**src/rtl/kairo_fetch.sv**
```systemverilog
// ============================================================================
// kairo_fetch: instruction fetch with 4 request credits, in-order response PC
// tracking, 4-entry {pc, inst} FIFO and redirect with stale-response discard.
// Revision: 1.0
// ============================================================================
`timescale 1ns/1ps
`default_nettype none

module kairo_fetch #(
    parameter logic [31:0] RESET_PC = 32'h0000_0000
) (
    input  logic        clk,
    input  logic        rst_n,
    output logic        i_mem_req,
    output logic [31:0] i_mem_addr,
    input  logic        i_mem_ready,
    input  logic        i_mem_rvalid,
    input  logic [31:0] i_mem_rdata,
    input  logic        redirect,
    input  logic [31:0] redirect_pc,
    input  logic        stall,
    output logic        inst_valid,
    output logic [31:0] inst_code,
    output logic [31:0] inst_pc
);

    localparam logic [31:0] NOP = 32'h0000_0013;

    logic [31:0] fetch_pc;
    logic [31:0] resp_pc;
    logic [2:0]  outstanding;
    logic [2:0]  discard;
    logic [2:0]  count;
    logic [1:0]  rd_ptr;
    logic [1:0]  wr_ptr;
    logic [31:0] fifo_pc   [4];
    logic [31:0] fifo_code [4];

    logic [3:0]  credit_sum;
    logic [31:0] redirect_base;
    logic        accept;
    logic        dropping;
    logic        push;
    logic        pop;
    logic        unused_low_bits;

    assign redirect_base   = {redirect_pc[31:2], 2'b00};
    assign unused_low_bits = &{1'b0, redirect_pc[1:0]};

    // Credits count requests in flight plus buffered words, using start-of-cycle values.
    assign credit_sum = {1'b0, outstanding} + {1'b0, count};
    assign i_mem_req  = rst_n & (credit_sum < 4'd4) & ~redirect;
    assign i_mem_addr = fetch_pc;
    assign accept     = i_mem_req & i_mem_ready;

    assign dropping   = (discard != 3'd0);
    assign push       = i_mem_rvalid & ~redirect & ~dropping;
    assign inst_valid = (count != 3'd0) & ~redirect;
    assign pop        = inst_valid & ~stall;
    assign inst_code  = inst_valid ? fifo_code[rd_ptr] : NOP;
    assign inst_pc    = inst_valid ? fifo_pc[rd_ptr]   : 32'h0000_0000;

    always_ff @(posedge clk or negedge rst_n) begin
        if (!rst_n) begin
            fetch_pc    <= RESET_PC;
            resp_pc     <= RESET_PC;
            outstanding <= 3'd0;
            discard     <= 3'd0;
        end else begin
            outstanding <= outstanding + {2'b00, accept} - {2'b00, i_mem_rvalid};
            if (redirect) begin
                fetch_pc <= redirect_base;
                resp_pc  <= redirect_base;
                discard  <= outstanding - {2'b00, i_mem_rvalid};
            end else begin
                if (accept) begin
                    fetch_pc <= fetch_pc + 32'd4;
                end
                if (push) begin
                    resp_pc <= resp_pc + 32'd4;
                end
                if (dropping && i_mem_rvalid) begin
                    discard <= discard - 3'd1;
                end
            end
        end
    end

    always_ff @(posedge clk or negedge rst_n) begin
        if (!rst_n) begin
            rd_ptr <= 2'd0;
            wr_ptr <= 2'd0;
            count  <= 3'd0;
        end else if (redirect) begin
            rd_ptr <= 2'd0;
            wr_ptr <= 2'd0;
            count  <= 3'd0;
        end else begin
            if (push) begin
                wr_ptr <= wr_ptr + 2'd1;
            end
            if (pop) begin
                rd_ptr <= rd_ptr + 2'd1;
            end
            count <= count + {2'b00, push} - {2'b00, pop};
        end
    end

    // Storage needs no reset: occupancy alone qualifies the contents.
    always_ff @(posedge clk) begin
        if (push) begin
            fifo_pc[wr_ptr]   <= resp_pc;
            fifo_code[wr_ptr] <= i_mem_rdata;
        end
    end

    a_no_push_when_full: assert property (
        @(posedge clk) disable iff (!rst_n) !(push && (count == 3'd4))
    );

    a_discard_bounded: assert property (
        @(posedge clk) disable iff (!rst_n) (discard <= outstanding)
    );

endmodule

`default_nettype wire

```
**config.mk**
```make
export PLATFORM = sky130hd
export DESIGN_NAME = kairo_fetch
export DESIGN_NICKNAME = d
export VERILOG_FILES = /design/src/rtl/kairo_fetch.sv
export SDC_FILE = /design/constraint.sdc
export NUM_CORES = 1
export LEC_CHECK = 0
export CELL_PAD_IN_SITES_DETAIL_PLACEMENT = 1
export CELL_PAD_IN_SITES_GLOBAL_PLACEMENT = 2
export CORE_MARGIN = 2
export CORE_UTILIZATION = 36
export CTS_CLUSTER_SIZE = 14
export DETAILED_ROUTE_END_ITERATION = 8
export PLACE_DENSITY = 0.82
export SLEW_MARGIN = 20
export SYNTH_ARGS = -nofsm -noshare
export SYNTH_HDL_FRONTEND = slang
export SYNTH_SLANG_ARGS = --single-unit
export TNS_END_PERCENT = 5
```
**constraint.sdc**
```tcl
create_clock -name clk -period 3.26 [get_ports clk]
set_input_delay 0.815 -clock clk [delete_from_list [all_inputs] [get_ports clk]]
set_output_delay 0.815 -clock clk [all_outputs]
set_load 0.01 [all_outputs]
```
==> metrics.md <==
| Metric | Value |
|---|---|
| Layout cells sized above 1 | `0.170` |
| Worst Path Buf+Inv | `3` |
| Synthesized area | `13600 µm²` |
| Leak | `6.20 nW` |
| Fmax | `0.315 GHz` |
| Via count | `8094` |
| Pwr Total | `11.6 mW` |
| Sequential share of the synthesized area | `0.680` |
| WP data arrival | `about 2.4 ns` |
| Largest net degree at the start of global routing | `53` |
| Post-Route WL | `33.1 mm` |
| Die area | `a little under 40000 µm²` |
| Chip Width | `199 µm` |
| R2r startpoint | `outstanding[2]` |
| Setup crit end kind | `output port` |
| Top cell type's share of synthesized area | `0.546` |
| Worst min path class | `input port to asynchronous set/reset pin` |
| First-pass GRT wire length | `51.2 mm` |
| Worst vdd ir | `between 0.0003 and 0.0004 V` |
| Setup crit start | `rd_ptr[0]` |
| Vias in the first global route | `8876` |
| Routed len/inst | `20.9 µm` |
| Clock power share | `0.348` |
| Setup violations, final | `0` |
| Antenna diode count | `0` |
| Synth top area cells | `edfxtp_1 (55%), dfrtp_1 (13%), mux4_2 (10%)` |
| Most numerous cell in the Yosys netlist | `edfxtp_1` |
| Total of warnings raised by yosys | `0` |
| Clock Sinks | `321` |
| DRT iter0 DRCs | `391` |
| Clock root cell | `clkbuf_16` |
| Ys async rst share | `0.227` |
| DRT Pass-1 Iters | `4` |
| DRC Markers | `0` |
| Total GRT Usage | `0.171` |
| CTS Buf Count | `37` |
| RePlAce Congestion | `0.803` |
| Sw Pwr | `3.09 mW` |
| WP data required | `2.44 ns` |
| Clock Path Buffers | `3` |
| Average size of a mapped cell | `15.9 µm²` |
| Boundary pin count | `168` |
| Number of synthesized flops with an enable pin | `248` |
| Most used cell, CP | `buf_12` |
| CTS clk-pin slew, worst paths | `~0.06 ns` |
| Pins Over Slew Limit | `0` |
| Clk_skew | `0.0155 ns` |
| Post-Syn Instances | `859` |
| RSZ-0062 raised after global routing | `yes` |
| Kind of critical path | `register to output port` |
| Sequential Power Share | `0.426` |
| Relative slew margins | `0.486` |
| Antenna Nets Post-Route | `0` |
| Initial core utilization | `0.364` |
| #FFs+latches synth | `321` |
| Hpwl dp | `22.0 mm` |
| P&R area growth vs syn | `26.9%` |
| Final worst path period need | `roughly 3.2 ns` |
| Critical path fanouts, max | `13` |
| Pwr dens | `670 nW/µm²` |
| Cell row count | `between 70 and 80` |
| # fillers | `3729` |
| Core area | `37500 µm²` |
| Port Buffer Count | `161` |
| Top delay family on crit path | `buffers and inverters` |
| Top cell type by total area after synthesis | `edfxtp_1` |
| Switching share of power | `0.266` |
| Max_cap viols | `0` |
| Slowest cell on the critical path | `mux4_2` |
| Clk_lat worst skew | `0.51 ns` |
| Worst-Margin Slew | `0.766 ns` |
| Final Hold Viols | `0` |
| Synth Flop Type | `edfxtp_1` |
| Die height | `199 µm` |
| Congestion Overflow GR | `0` |
| Initial antenna violation count | `1` |
| Post-DP Area | `16100 µm²` |
| CP startpoint kind | `register` |
| CTS tree | `built` |
| Crit path largest cell delay | `about 0.5 ns` |
| Post-layout instance area | `17300 µm²` |
| Gate power share | `0.226` |
| Clock H-tree levels | `2` |
| NumNets Final | `about 1100` |
| Status | `completed` |
| Pint | `roughly 8.5 mW` |
| Top post-synthesis cells by count | `edfxtp_1 (248), dfrtp_1 (73), and2_1 (66)` |
| Final Hold Slack | `0.208 ns` |
| R2r setup slk | `0.64 ns` |
| Synth cell types | `46` |
| Via/cell ratio | `around 5.1` |
| Crit-path cells | `buf_12, buf_12, mux4_2, and2_1, clkdlybuf4s50_1` |
| Hold_buf cts | `0` |
| Fin crit share | `0.973` |
==> cells in the final DEF (no fill, tap or decap), types with 3 or more instances in the layout <==
cell type / n
inv_1: 17
edfxtp_1: 248
nor2_1: 20
clkbuf_1: 12
and4_1: 8
nand2_1: 57
nand2b_1: 3
dfrtp_1: 71
buf_4: 23
nor4_1: 4
clkbuf_16: 39
and3_2: 4
o311ai_0: 4
mux2i_1: 4
clkbuf_8: 3
buf_12: 13
or3_1: 6
mux2_2: 15
clkdlybuf4s50_1: 110
xnor2_1: 26
mux4_2: 62
dlygate4sd2_1: 37
conb_1: 4
nand3_1: 30
o211ai_1: 11
and2_1: 66
o21ai_0: 31
a31oi_1: 4
ha_1: 16
nor3_1: 10
or4_1: 5
and3_1: 10
a21oi_1: 9
nand4_1: 24
clkinv_2: 4
clkinvlp_4: 3
dlymetal6s2s_1: 12
xor2_1: 19
==> stage by stage <==
stage	std cells	TNS (ns)	setup WS (ns)	utilization
floorplan	862	-29.78	-0.160	-
finish	1588	0	0.0891	0.462
global placement	1518	0	0.209	0.429
CTS	1588	0	0.00370	0.461
global route	1588	-0.00290	-0.00290	0.462
detailed placement	1518	0	0.205	0.429
==> power groups by stage <==
stage               clock network, mW  registers, mW  logic [mW]
floorplan                           0           4.95        1.48
global placement                    0           5.03        2.66
detailed placement                  0           5.05        2.70
CTS                              4.17           4.94        2.70
global route                     4.31           4.98        2.88
finish                           4.04           4.94        2.62
==> logic make-up after synthesis <==
group | after synthesis | synth area share
XOR/XNOR | 45 | 0.0289
AND/OR/NAND/NOR | 256 | 0.104
flip-flops | 321 | 0.680
adder cells (fa/ha/maj) | 18 | 0.0176
other | 1 | 0.000275
AO/OA/AOI/OAI | 69 | 0.0314
buffers and inverters | 68 | 0.0210
multiplexers | 81 | 0.118
==> final cells by class <==
| cell class | instances | area, µm² | share of cell area |
|---|---|---|---|
| Multi-Input combinational cell | 473 | 4120 | 0.238 |
| Clock buffer | 54 | 1060 | 0.0613 |
| Sequential cell | 321 | 9280 | 0.536 |
| Timing Repair Buffer | 198 | 2030 | 0.117 |
| Clock inverter | 13 | 128 | 0.00737 |
| Tap cell | 511 | 639 | 0.0369 |
| Inverter | 18 | 67.6 | 0.00390 |
==> flip-flops by register name (all words and copies together), names as in the netlist <==
signal       flops
discard          3
resp_pc         30
count            3
wr_ptr           2
fifo_pc        120
outstanding      3
fifo_code      128
rd_ptr           2
i_mem_addr      30
==> worst paths after layout <==
check / to / cells after the start
max: inst_pc[4] / 5
min: i_mem_addr[8] / 1
max reg2reg: outstanding[2] / 10
min reg2reg: outstanding[0] / 1
max in group asynchronous: rd_ptr[0] / 3
min in group clk: outstanding[0] / 1
==> what timing repair did <==
action / 4_1_cts / 5_1_grt
resized for setup: 40 / 14
setup buffers: 3 / 0
cloned: 0 / 0
setup endpoints to repair: 61 / 20
==> worst reg2reg max path, stage by stage, from the launching register on <==
cell	delay [ns]
dfrtp_1	0.43
ha_1	0.33
nor4_2	0.27
and4_1	0.27
inv_2	0.05
ha_1	0.27
inv_1	0.04
ha_1	0.18
fa_1	0.38
xnor2_1	0.19
xnor2_1	0.13
==> per-layer routing <==
| layer | vias to the layer above | GRT usage | wire [µm] | part of all wire |
|---|---|---|---|---|
| met1 | 4153 | 0.232 | 14900 | 0.45 |
| met5 | - | 0 | 12 | 0.00036 |
| met3 | 55 | 0.0326 | 1680 | 0.051 |
| met4 | 2 | 0.0520 | 794 | 0.024 |
| li1 | 3671 | - | - | - |
| met2 | 213 | 0.281 | 15700 | 0.47 |
Note: power is estimated with default switching activity, not from simulation.
